[config.mk]
export PLATFORM = sky130hd
export DESIGN_NAME = pipe_stage_regs
export DESIGN_NICKNAME = d
export VERILOG_FILES = /design/src/rtl/pipe_stage_regs_pkg.sv /design/src/rtl/pipe_stage_regs_stage_reg.sv /design/src/rtl/pipe_stage_regs.sv
export SDC_FILE = /design/constraint.sdc
export NUM_CORES = 1
export LEC_CHECK = 0
export ABC_AREA = 1
export CAP_MARGIN = 40
export CORE_AREA = 4 4 139 141
export CTS_CLUSTER_SIZE = 8
export DETAILED_ROUTE_END_ITERATION = 8
export DIE_AREA = 0 0 143 145
export PLACE_DENSITY = 0.84
export RECOVER_POWER = 25
export SYNTH_ARGS = -nofsm -noshare
export SYNTH_HDL_FRONTEND = slang
export SYNTH_SLANG_ARGS = --single-unit
[constraint.sdc]
create_clock -name clk -period 1.6 [get_ports clk]
set_input_delay 0.32 -clock clk [delete_from_list [all_inputs] [get_ports clk]]
set_output_delay 0.32 -clock clk [all_outputs]
set_load 0.005 [all_outputs]
[src/rtl/pipe_stage_regs_pkg.sv]
// Shared definitions for the D/E/M/W pipeline stage registers: bubble word,
// instruction field ranges, watchdog limit and the per-stage register record.
package pipe_stage_regs_pkg;

    // All-zero word decodes as sll $0,$0,0, so hazard logic sees no writer.
    localparam logic [31:0] NOP_WORD = 32'h0000_0000;

    // Instruction field ranges (MIPS R-format layout).
    localparam int OP_HI   = 31;
    localparam int OP_LO   = 26;
    localparam int RS_HI   = 25;
    localparam int RS_LO   = 21;
    localparam int RT_HI   = 20;
    localparam int RT_LO   = 16;
    localparam int RD_HI   = 15;
    localparam int RD_LO   = 11;
    localparam int FUNC_HI = 5;
    localparam int FUNC_LO = 0;

    // Longest legal run of consecutive stalls (lw in E, then branch/jr in D).
    localparam logic [1:0] MAX_STALL_RUN = 2'd2;
    localparam logic [1:0] RUN_LEN_SAT   = 2'd3;

    // One pipeline stage: instruction, its PC, and whether it is real work.
    typedef struct packed {
        logic [31:0] ir;
        logic [31:0] pc;
        logic        valid;
    } stage_t;

    localparam stage_t STAGE_EMPTY = '{ir: NOP_WORD, pc: 32'h0, valid: 1'b0};

    // Field extractors for hazard-decode logic that consumes these stages.
    function automatic logic [5:0] op_of(input logic [31:0] ir);
        return ir[OP_HI:OP_LO];
    endfunction

    function automatic logic [4:0] rs_of(input logic [31:0] ir);
        return ir[RS_HI:RS_LO];
    endfunction

    function automatic logic [4:0] rt_of(input logic [31:0] ir);
        return ir[RT_HI:RT_LO];
    endfunction

    function automatic logic [4:0] rd_of(input logic [31:0] ir);
        return ir[RD_HI:RD_LO];
    endfunction

    function automatic logic [5:0] func_of(input logic [31:0] ir);
        return ir[FUNC_HI:FUNC_LO];
    endfunction

endpackage

[src/rtl/pipe_stage_regs_stage_reg.sv]
// One pipeline stage register (ir + pc + valid) with hold and bubble controls.
// hold has priority: a held stage keeps its contents even if bubble is set.
module stage_reg
    import pipe_stage_regs_pkg::*;
(
    input  logic   clk,
    input  logic   rst_n,
    input  logic   hold,
    input  logic   bubble,
    input  stage_t d_in,
    output stage_t q
);

    // Stage register: clear on reset, otherwise hold, insert bubble, or load.
    always_ff @(posedge clk or negedge rst_n) begin
        // NOTE: non-blocking assignments in clocked blocks so every stage
        // samples the previous stage's pre-edge value (a true shift register).
        if (!rst_n) begin
            q <= STAGE_EMPTY;
        end else if (!hold) begin
            if (bubble) begin
                q <= STAGE_EMPTY;
            end else begin
                q <= d_in;
            end
        end
    end

endmodule

[src/rtl/pipe_stage_regs.sv]
// Pipeline stage registers D/E/M/W with stall handling, a stall-run watchdog
// and an optional stall-cycle counter enabled by `define PIPE_STALL_CNT_EN.
// A stall holds D, injects a bubble into E, and lets M and W keep advancing.
module pipe_stage_regs
    import pipe_stage_regs_pkg::*;
(
    input  logic        clk,
    input  logic        rst_n,
    input  logic [31:0] ir_f,
    input  logic [31:0] pc_f,
    input  logic        stall,
    output logic [31:0] ir_d,
    output logic [31:0] pc_d,
    output logic [31:0] ir_e,
    output logic [31:0] pc_e,
    output logic [31:0] ir_m,
    output logic [31:0] pc_m,
    output logic [31:0] ir_w,
    output logic [31:0] pc_w,
    output logic        valid_d,
    output logic        valid_e,
    output logic        valid_m,
    output logic        valid_w,
    output logic        pc_en,
    output logic        stall_err,
    output logic [31:0] stall_cnt
);

    stage_t s_f, s_d, s_e, s_m, s_w;
    logic [1:0] run_len;

    assign s_f   = '{ir: ir_f, pc: pc_f, valid: 1'b1};
    assign pc_en = ~stall;

    stage_reg u_d (.clk(clk), .rst_n(rst_n), .hold(stall), .bubble(1'b0),  .d_in(s_f), .q(s_d));
    stage_reg u_e (.clk(clk), .rst_n(rst_n), .hold(1'b0),  .bubble(stall), .d_in(s_d), .q(s_e));
    stage_reg u_m (.clk(clk), .rst_n(rst_n), .hold(1'b0),  .bubble(1'b0),  .d_in(s_e), .q(s_m));
    stage_reg u_w (.clk(clk), .rst_n(rst_n), .hold(1'b0),  .bubble(1'b0),  .d_in(s_m), .q(s_w));

    assign ir_d = s_d.ir;  assign pc_d = s_d.pc;  assign valid_d = s_d.valid;
    assign ir_e = s_e.ir;  assign pc_e = s_e.pc;  assign valid_e = s_e.valid;
    assign ir_m = s_m.ir;  assign pc_m = s_m.pc;  assign valid_m = s_m.valid;
    assign ir_w = s_w.ir;  assign pc_w = s_w.pc;  assign valid_w = s_w.valid;

    // Watchdog: count consecutive stalled edges; one beyond the legal run is sticky.
    always_ff @(posedge clk or negedge rst_n) begin
        if (!rst_n) begin
            run_len   <= 2'd0;
            stall_err <= 1'b0;
        end else if (stall) begin
            if (run_len >= MAX_STALL_RUN) begin
                stall_err <= 1'b1;
            end
            if (run_len != RUN_LEN_SAT) begin
                run_len <= run_len + 2'd1;
            end
        end else begin
            run_len <= 2'd0;
        end
    end

`ifdef PIPE_STALL_CNT_EN
    // Stall-cycle counter: free-running over stalled edges, wraps, reset-only clear.
    always_ff @(posedge clk or negedge rst_n) begin
        if (!rst_n) begin
            stall_cnt <= 32'd0;
        end else if (stall) begin
            stall_cnt <= stall_cnt + 32'd1;
        end
    end
`else
    assign stall_cnt = 32'd0;
`endif

endmodule

# Word-level counts from Yosys, hierarchy flattened
# Index checks and enable logic that the tools add are counted.
# word_totals
register_bits,263
in_bits,67
# op_classes
add_sub_neg,1
magnitude_cmp,1
eq_ne,2
mux,3
n_bitwise,1
n_reduce_logical,1
# ops
operator,count
65-bit 2-to-1 mux,1
2-bit 2-to-1 mux,2
2-bit by 1-bit adder with 2-bit output (second input constant),1
2-bit >= comparator (second input constant),1
2-bit by 1-bit != test with 1-bit output (second input constant),1
2-bit != test (second input constant),1
2-bit AND reduction,1
1-bit inverter,1

# Logic depth before layout (Yosys ltp)
# Gate-level depths: netlist (run 1).
# logic_depth
depth_word,3
depth_mapped,7
mapped_depth_nobuf,4

# Hierarchy
# Synthesis (run 1) repeated with hierarchy kept, for this count alone.
# unflattened
cells_unflattened,1148
hier_area_um2,10242.3
# by_module_without_submodules
module,instances,cells_each,area_each_um2,seq_area_each_um2
stage_reg,4,275,2464.9,1626.6
pipe_stage_regs,1,48,382.9,75.1

# Worst setup path after synthesis (run 1)
# OpenSTA, ideal clock, no wires.
# synth_path
path_type,input port to output port
startpoint,input stall
endpoint,output pc_en
arrival_ns,0.800
required_time_ns,1.280
slack_ns,0.480
cell_stages,4
path_buffers,3
cell_sequence,buf_4 -> inv_2 -> buf_6 -> buf_2
# synth_via
elab_chain_cells,1
# synth_rtl
element,line_no,rtl
start: declaration,pipe_stage_regs.sv:11,"input logic stall,"
1-bit inverter,pipe_stage_regs.sv:33,assign pc_en = ~stall;
end: declaration,pipe_stage_regs.sv:24,"output logic pc_en,"
# Every way passes these cells.

# Worst setup path in the final report (run 1)
# layout_path
startpoint,register u_e.q[11] (netlist name)
endpoint,output pc_e[10]
# layout_rtl
element,line_no,rtl
start: declaration,pipe_stage_regs_stage_reg.sv:11,output stage_t q
start signal: assignment,pipe_stage_regs_stage_reg.sv:24,q <= d_in;
end: declaration,pipe_stage_regs.sv:15,"output logic [31:0] pc_e,"
# No word-level cell between the ends.

==> results.md, run 1 <==
* Design area at 12400 µm²
* P_int at 12.3 mW
* Routed met3 length at 1.52 mm
* Initial Util at 0.450
* Setup crit start: u_e.q[11]
* Post-synth EDFFs at 0
* Total routed wirelength at 22.6 mm
* Fin. Hold Viols at 0
* Skew-Pair Late Insertion Delay at 490 ps
* # IOs at 361
* Total chip power at 15.9 mW
* Post-synth top flop: dfrtp_1
* Switching fraction of total power at 0.222
* Share of cells above drive strength 1 at 0.0686
* H-Tree Depth at 2
* CP max FO at 2
* Crit-path cells: dlygate4sd2_1
* CP max stage cell: dfrtp_1
* Global Route Usage Sum at 0.217
* Logic depth of the worst path, buffers included at 1
* Final net count at 1029
* Die width at 143 µm
* HPWL Detailed at 15.9 mm
* Clock skew at 13.6 ps
* # setup viols final at 0
* Avg Vias per Cell at 4.56
* Core area at 18000 µm²
* Highest Signal Layer: met5
* Yosys warns at 0
* TNS Setup at 0 ps
* Syn-to-layout area delta at 53.2%
* Largest net degree at the start of global routing at 72
* CTS tree: yes
* Drt drc at 0
* Post-Place Cell Area at 11600 µm²
* R2r endpoint: run_len[1]
* GRT overflow at 0
* Port buffer count at 328
* First-pass GRT wire length at 34.4 mm
* P per Cell Area at 1280 nW/µm²
* CP Capture Point: pc_e[10]
* Min Hold Slack at 364 ps
* Maximum vdd drop at 0.00110 V
* Slew at the pin closest to its max-slew limit at 1070 ps
* Crit start category: flip-flop
* Relative slew slack at 0.286
* Clock root buffer: clkbuf_16
* Wirelength per Cell at 19.0 µm
* R2R cell count at 4
* Clock sinks at 263
* Outcome: finished, final reports clean
* Vias in the first global route at 5896
* Via Count at 5436
* WP data required at 1280 ps
* CTS clk-pin slew, worst paths at 50 ps
* Row count at 49
* P_sw at 3.52 mW
* Library cells used by synthesis at 16
* N_diodes at 0
* Die ar. at 20700 µm²
* Worst path max stage delay at 390 ps
* Post-Syn Area at 8080 µm²
* Tmin final at 1500 ps
* Clock power share at 0.441
* Synthesized instance count at 591
* Async SR Flop Fraction at 1.00
* ANT nets after route at 0
* Met2 routed WL at 12.1 mm
* RSZ-0062 raised after global routing: no
* Initial antenna violation count at 1
* WL met1 at 8.12 mm
* #FFs+latches synth at 263
* DR pass1 iterations at 4
* Tcrit/Tclk final at 0.937
* Bufs and invs on worst path at 1
* Hold Path Class: reg2reg
* GP Congestion at 0.855
* Sequential-to-total area share from yosys stat at 0.815
* Die H at 145 µm
* Seq pwr share at 0.466
* CTS Buf Count at 38
* Lkg Pwr at 6.84 nW
* Slew Limit Fails at 0
* Flop2flop setup slack at 610 ps
* DRT iter0 DRCs at 141
* Clock tree buffer depth at 3
* Avg Inst Size Synth at 13.7 µm²
* Largest delay contributor family on the critical path: flip-flops
* Crit path kind: reg2out
* RR Startpoint: run_len[0]
* Peak Freq at 0.667 GHz
* Max-cap violations at 0
* Crit end category: primary output
* Worst EP arrival at 1180 ps
* Comb power frac at 0.094
## power by group through the flow
| stage | Sequential (mW) | Clock, mW | Combinational (mW) |
|---|---|---|---|
| after global placement | 7.47 | 0 | 1.77 |
| after detailed placement | 7.50 | 0 | 1.81 |
| after global routing | 7.43 | 7.45 | 1.63 |
| after CTS | 7.38 | 7.16 | 1.52 |
| after floorplan | 7.51 | 0 | 0.359 |
| final | 7.38 | 6.99 | 1.48 |
## routing by layer
metal | track usage | vias up
met1 | 0.246 | 2690
met4 | 0.0846 | 2
met5 | 0 | -
met2 | 0.385 | 229
li1 | - | 2454
met3 | 0.0596 | 61
## registers in the layout (all words and copies together) (netlist names)
name and count:
u_d.q 65, u_e.q 65, u_w.q 65, run_len 2
stall_err 1, u_m.q 65
## per-stage QoR
stage               setup slack, ps   util  cells
finish                          101  0.689   1191
global route                   59.6  0.689   1191
CTS                            70.0  0.689   1191
detailed placement              195  0.646   1140
global placement                194  0.646   1140
floorplan                       480      -    622
## cell families after synthesis
group	after synthesis	synth area share
other	1	0.000464
adder cells (fa/ha/maj)	2	0.00310
AO/OA/AOI/OAI	65	0.0403
buffers and inverters	123	0.0768
flip-flops	263	0.815
AND/OR/NAND/NOR	137	0.0646
## synth_stat cells (2+ instances only)
master      n  area, µm²
dfrtp_1   263       6580
buf_2       9       45.0
o21ai_0    55        275
inv_1      68        255
buf_6       3       33.8
nand2_1    68        255
nor2_1     65        244
ha_1        2       25.0
clkbuf_1    8       30.0
o21ai_1    10       50.1
buf_4      33        248
nand3_1     3       15.0
## what timing repair did
action / in CTS / in global routing
hold endpoints to repair: 49 / 0
buffers inserted: 8 / 0
resized for setup: 261 / 0
hold buffers: 1 / 0
endpoints found under the setup margin: 261 / 0
## area by class of cell
cell class / count / area [µm²]
sequential: 263 / 6580
fill: 1293 / 5590
timing repair buffer: 352 / 3220
clock buffer: 42 / 1030
multi-input combinational: 236 / 992
tap: 229 / 287
inverter: 69 / 260
## layout by cell type (no fill, tap or decap)
master,n
clkbuf_1,2
clkinv_2,1
buf_4,8
inv_1,68
nand3_1,3
buf_8,1
o21ai_0,63
conb_1,32
dfrtp_1,263
clkdlybuf4s50_1,65
o21ai_1,2
ha_1,2
dlygate4sd3_1,1
clkbuf_4,7
buf_12,7
nand2_1,68
clkbuf_16,41
nor2_1,65
nand3b_1,1
buf_2,1
dlygate4sd2_1,261
## how the worst min path moves through the flow
stage | start | end | slack, ps | cells past startpoint
global route | stall | u_d.q[0] | 360 | 3
CTS | stall | u_e.q[39] | 350 | 3
global placement | rst_n | u_w.q[56] | 300 | 1
floorplan | rst_n | run_len[0] | 20 | 0
finish | u_m.q[23] | u_w.q[23] | 360 | 0
detailed placement | rst_n | u_w.q[55] | 300 | 1
No activity file was read; power rests on OpenSTA's default activity.
==> inputs of run 2 (changes only) <==
--- a/config.mk
+++ b/config.mk
@@ -6,11 +6,11 @@
 export NUM_CORES = 1
 export LEC_CHECK = 0
 export ABC_AREA = 1
-export CAP_MARGIN = 40
-export CORE_AREA = 4 4 139 141
+export CAP_MARGIN = 0
+export CORE_AREA = 4 4 178 111
 export CTS_CLUSTER_SIZE = 8
 export DETAILED_ROUTE_END_ITERATION = 8
-export DIE_AREA = 0 0 143 145
+export DIE_AREA = 0 0 182 115
 export PLACE_DENSITY = 0.84
 export RECOVER_POWER = 25
 export SYNTH_ARGS = -nofsm -noshare
==> constraint.sdc (replaced) <==
create_clock -name clk -period 1.6 [get_ports clk]
set_input_delay 0.32 -clock clk [delete_from_list [all_inputs] [get_ports clk]]
set_output_delay 0.32 -clock clk [all_outputs]
set_load 0.01 [all_outputs]
==> run 2 against run 1 <==
Effect of this change: sequential power about the same; register-to-register slack got worse by 40 ps; non-clock buffer count decreased by 11; combinational power increased by 12%; critical path type unchanged; largest cell class unchanged.
==> results.md, run 2 (same netlist as run 1, synthesis figures left out) <==
* Outcome: finished, final reports clean
* Die H at 115 µm (-21%)
* GP Congestion at 0.785 (-8.2%)
* Worst EP arrival at 1190 ps (about the same)
* Initial Util at 0.451 (+0.000973)
* Fin. Hold Viols at 0 (unchanged)
* Die ar. at 20900 µm² (+0.94%)
* Total chip power at 15.8 mW (-0.52%)
* WP data required at 1280 ps (about the same)
* Relative slew slack at 0.662 (+0.376)
* GRT overflow at 0 (unchanged)
* Via Count at 5350 (-1.6%)
* CP max stage cell: dfrtp_1
* Most common cell after layout, fill and taps aside: dfrtp_1
* H-Tree Depth at 2 (unchanged)
* N_diodes at 0 (unchanged)
* DR pass1 iterations at 4 (unchanged)
* Crit-path cells: dlygate4sd2_1
* First-pass GRT wire length at 34.0 mm (-1.2%)
* Clock skew at 10.7 ps (-2.90 ps)
* Largest net degree at the start of global routing at 129 (+79%)
* Tmin final at 1510 ps (+11.2 ps)
* Total routed wirelength at 21.7 mm (-3.9%)
* Wirelength per Cell at 18.2 µm (-3.8%)
* RSZ-0062 raised after global routing: no
* Crit path kind: reg2out
* # IOs at 361 (unchanged)
* Finished Core Util at 0.684 (-0.00437)
* Skew-Pair Late Insertion Delay at 480 ps (about the same)
* CP max FO at 2 (unchanged)
* # setup viols final at 0 (unchanged)
* Clock sinks at 263 (unchanged)
* Largest delay contributor family on the critical path: flip-flops
* CTS Buf Count at 38 (unchanged)
* Final net count at 1018 (-1.1%)
* Share of cells above drive strength 1 at 0.0579 (-0.0107)
* Vias in the first global route at 5984 (+1.5%)
* Tcrit/Tclk final at 0.944 (+0.00702)
* Slew Limit Fails at 0 (unchanged)
* Maximum vdd drop at 0.000883 V (-19%)
* Avg Vias per Cell at 4.50 (-1.5%)
* Clock tree buffer depth at 3 (unchanged)
* TNS Setup at 0 ps (unchanged)
* Final worst slack at 90.1 ps (-11.2 ps)
* Setup crit start: u_d.q[30]
* Non-Filler Instances at 1190 (-0.084%)
* HPWL Detailed at 15.4 mm (-3.1%)
* Worst path max stage delay at 400 ps (about the same)
* P per Cell Area at 1290 nW/µm² (+0.33%)
* Drt drc at 0 (unchanged)
* Row count at 38 (-22%)
* Max-cap violations at 0 (unchanged)
* CTS clk-pin slew, worst paths at 50 ps (about the same)
* Place WS at 220 ps (+25.4 ps)
* DRT iter0 DRCs at 261 (+85%)
* Global Route Usage Sum at 0.207 (-0.00944)
* Initial antenna violation count at 0 (-1)
* Port buffer count at 328 (unchanged)
* Die width at 182 µm (+27%)
* Crit end category: primary output
* Hold Path Class: in2async
* Slew at the pin closest to its max-slew limit at 507 ps (-564 ps)
* Bufs and invs on worst path at 1 (unchanged)
* Peak Freq at 0.662 GHz (-0.74%)
* ANT nets after route at 0 (unchanged)
* CTS tree: yes
* Clock root buffer: clkbuf_16
* R2R cell count at 4 (unchanged)
* RR Startpoint: run_len[0]
* Most frequent cells in the layout: 263 x dfrtp_1, 261 x dlygate4sd2_1, 68 x inv_1, 68 x nand2_1
* Syn-to-layout area delta at 51.9%
* Lkg Pwr at 6.77 nW (-0.99%)
* Dpl cells at 1148 (+0.70%)
* Crit start category: flip-flop
* Core area at 17900 µm² (-0.22%)
* Logic depth of the worst path, buffers included at 1 (unchanged)
run 2: cell types whose count changed in the layout (fill, tap and decap cells not counted):
cell,previous run,this run
inv_6,0,1
o21ai_1,2,10
o21ai_0,63,55
clkbuf_1,2,1
buf_4,8,5
clkinv_2,1,0
inv_4,0,1
clkbuf_4,7,0
clkbuf_16,41,39
run 2: per-layer routing:
layer	up-vias	GRT usage	wire length [µm]
li1	2436	-	-
met1	2679	0.247	8180
met2	211	0.366	11200
met3	24	0.0778	2030
met4	0	0.0455	248
met5	-	0	0
run 2: final timing paths:
path	end	slack [ps]
min	u_m.q[41]	300
max reg2reg	run_len[1]	570
min in group clk	u_w.q[17]	360
max	pc_d[29]	90
min reg2reg	u_w.q[17]	360
max in group asynchronous	u_w.q[55]	640
run 2: what timing repair did:
item | in CTS | in global routing
buffers inserted | 0 | 0
hold endpoints to repair | 33 | 0
gates resized for setup | 261 | 0
setup endpoints to repair | 261 | 0
hold buffers | 1 | 0
run 2: layout make-up:
type | instances | area (µm²)
Fill cell | 1348 | 5660
Timing Repair Buffer | 341 | 3140
Clock inverter | 1 | 8.76
Tap cell | 240 | 300
Sequential cell | 263 | 6580
Multi-Input combinational cell | 236 | 992
Clock buffer | 40 | 980
Inverter | 69 | 262
run 2: metrics by stage:
step / hold slack (ps) / cell area (µm²)
6_report: 301 / 12300
4_1_cts: 292 / 12300
3_5_place_dp: 209 / 11600
2_1_floorplan: 24.4 / 8190
3_3_place_gp: 213 / 11600
5_1_grt: 321 / 12300
run 2: where the power goes:
| part | switching (mW) | total [mW] | internal [mW] |
|---|---|---|---|
| clock network | 2.48 | 6.73 | 4.25 |
| registers | 0.234 | 7.38 | 7.15 |
| logic | 0.930 | 1.66 | 0.725 |
==> inputs of run 3 (changes only) <==
--- a/config.mk
+++ b/config.mk
@@ -13,6 +13,7 @@
 export DIE_AREA = 0 0 182 115
 export PLACE_DENSITY = 0.84
 export RECOVER_POWER = 25
+export SETUP_SLACK_MARGIN = 0.02
 export SYNTH_ARGS = -nofsm -noshare
 export SYNTH_HDL_FRONTEND = slang
 export SYNTH_SLANG_ARGS = --single-unit
==> constraint.sdc (replaced) <==
create_clock -name clk -period 1.9 [get_ports clk]
set_input_delay 0.38 -clock clk [delete_from_list [all_inputs] [get_ports clk]]
set_output_delay 0.38 -clock clk [all_outputs]
set_load 0.01 [all_outputs]
==> run 3 against run 2 <==
Effect of this change: die area unchanged; first-iteration DRC count up 23%; core utilization up 1.4 points; clock-buffer cell count did not move; non-clock buffer count decreased by 2; worst setup slack got worse by 18 ps; clock skew rose by 0.70 ps; critical path type unchanged; critical endpoint is now ir_d[15]; highest routed layer unchanged.
==> results.md, run 3 (same netlist as run 1, synthesis figures left out) <==
* GP Congestion at 0.794 (+1.1%)
* Clock root buffer: clkbuf_16
* Fin. Hold Viols at 0 (unchanged)
* First-pass GRT wire length at 33.7 mm (-0.89%)
* CP max FO at 2 (unchanged)
* Outcome: finished, final reports clean
* Row count at 38 (unchanged)
* # setup viols final at 0 (unchanged)
* Lkg Pwr at 5.95 nW (-12%)
* Global Route Usage Sum at 0.207 (about the same)
* H-Tree Depth at 2 (unchanged)
* Port buffer count at 328 (unchanged)
* Syn-to-layout area delta at 55.0%
* Largest net degree at the start of global routing at 129 (unchanged)
* Clock sinks at 263 (unchanged)
* Initial antenna violation count at 0 (unchanged)
* Setup crit start: u_d.q[48]
* Initial Util at 0.451 (unchanged)
* CTS clk-pin slew, worst paths at 50 ps (about the same)
* Clock tree buffer depth at 3 (unchanged)
* Slew Limit Fails at 0 (unchanged)
* RR Startpoint: run_len[0]
* Via Count at 5333 (-0.32%)
* Core area at 17900 µm² (unchanged)
* CTS tree: yes
* Share of cells above drive strength 1 at 0.0549 (-0.00304)
* RSZ-0062 raised after global routing: no
* Avg Vias per Cell at 4.49 (-0.15%)
* Crit path kind: reg2out
* Slew at the pin closest to its max-slew limit at 1500 ps (+989 ps)
* Tmin final at 1830 ps
* Postcts setup bufs at 0 (unchanged)
* HPWL Detailed at 15.2 mm (-1.4%)
* WP data required at 1520 ps (+240 ps)
* Place WS at 395 ps (+175 ps)
* Most frequent cells in the layout: 325 x clkdlybuf4s50_1, 263 x dfrtp_1, 68 x inv_1, 68 x nand2_1, 65 x nor2_1
* Worst hold start: u_m.q[16]
* Relative slew slack at 0.00277 (-0.659)
* Wirelength per Cell at 18.4 µm (+1.1%)
* Most common cell after layout, fill and taps aside: clkdlybuf4s50_1
* TNS Setup at 0 ps (unchanged)
* CTS Buf Count at 38 (unchanged)
* Flop2flop setup slack at 870 ps (+300 ps)
* DR pass1 iterations at 4 (unchanged)
* Worst EP arrival at 1450 ps (+260 ps)
* Final net count at 1016 (-0.20%)
* Design area at 12500 µm² (+2.1%)
* R2r endpoint: run_len[1]
* Final worst slack at 72.0 ps (-18.1 ps)
* Bufs and invs on worst path at 1 (unchanged)
* Tcrit/Tclk final at 0.962
* Vias in the first global route at 5690 (-4.9%)
* DRT iter0 DRCs at 321 (+23%)
* Crit start category: flip-flop
* Die width at 182 µm (unchanged)
* N_diodes at 0 (unchanged)
* CP max stage cell: clkdlybuf4s50_1
* Die H at 115 µm (unchanged)
* Finished Core Util at 0.699 (+0.0143)
* Clock skew at 11.4 ps (+0.697 ps)
* R2R cell count at 4 (unchanged)
* Crit end category: primary output
* Hold Path Class: reg2reg
* Total routed wirelength at 21.9 mm (+0.90%)
* Peak Freq at 0.547 GHz
* Maximum vdd drop at 0.000794 V (-10%)
* Crit-path cells: clkdlybuf4s50_1
* Min-Delay Endpoint: u_w.q[16]
* Skew-Pair Late Insertion Delay at 480 ps (about the same)
* # IOs at 361 (unchanged)
* Die ar. at 20900 µm² (unchanged)
* Post-Place Cell Area at 11500 µm² (-0.45%)
* Total chip power at 13.6 mW (-14%)
* Drt drc at 0 (unchanged)
* ANT nets after route at 0 (unchanged)
* Worst path max stage delay at 580 ps (+180 ps)
* Max-cap violations at 0 (unchanged)
* GRT overflow at 0 (unchanged)
* WHS Path Cells at 0
* P per Cell Area at 1090 nW/µm² (-16%)
* Largest delay contributor family on the critical path: buffers and inverters
## run 3: final cells by class
type	instances	area [µm²]
clock buffers	40	980
clock inverters	1	8.76
fillers	1198	5400
inverters	69	262
multi-input cells	236	992
flip-flops and latches	263	6580
well taps	240	300
repair buffers	339	3400
## run 3: stage by stage
stage | hold slack [ps] | std cells
after global placement | 304 | 1146
after floorplan | 84.4 | 622
final | 364 | 1188
after CTS | 361 | 1188
after global routing | 379 | 1188
after detailed placement | 305 | 1146
## run 3: report_power, final
part           leakage, nW  switching (mW)  internal [mW]
logic                 2.09           0.785          0.878
clock network        0.486            2.12           3.59
registers             3.37           0.212           6.02
total                 5.95            3.12           10.5
## run 3: worst max path at each step
stage | endpoint | slack [ps] | cells past startpoint
2_1_floorplan | pc_en | 640 | 4
3_3_place_gp | pc_en | 390 | 3
3_5_place_dp | pc_en | 400 | 3
4_1_cts | ir_d[15] | 40 | 1
5_1_grt | ir_d[15] | 20 | 1
6_report | ir_d[15] | 70 | 1
## run 3: timing repair
| item | CTS | global route |
|---|---|---|
| hold buffers | 1 | 0 |
| endpoints found under the setup margin | 1 | 0 |
| gates resized for setup | 1 | 0 |
| hold endpoints to repair | 38 | 0 |
## run 3: layer usage
layer	share of wire	global-route usage	wire length (µm)
met4	0.019	0.0470	422
met3	0.091	0.0803	2000
met2	0.51	0.359	11200
met5	0	0	0
met1	0.38	0.250	8290
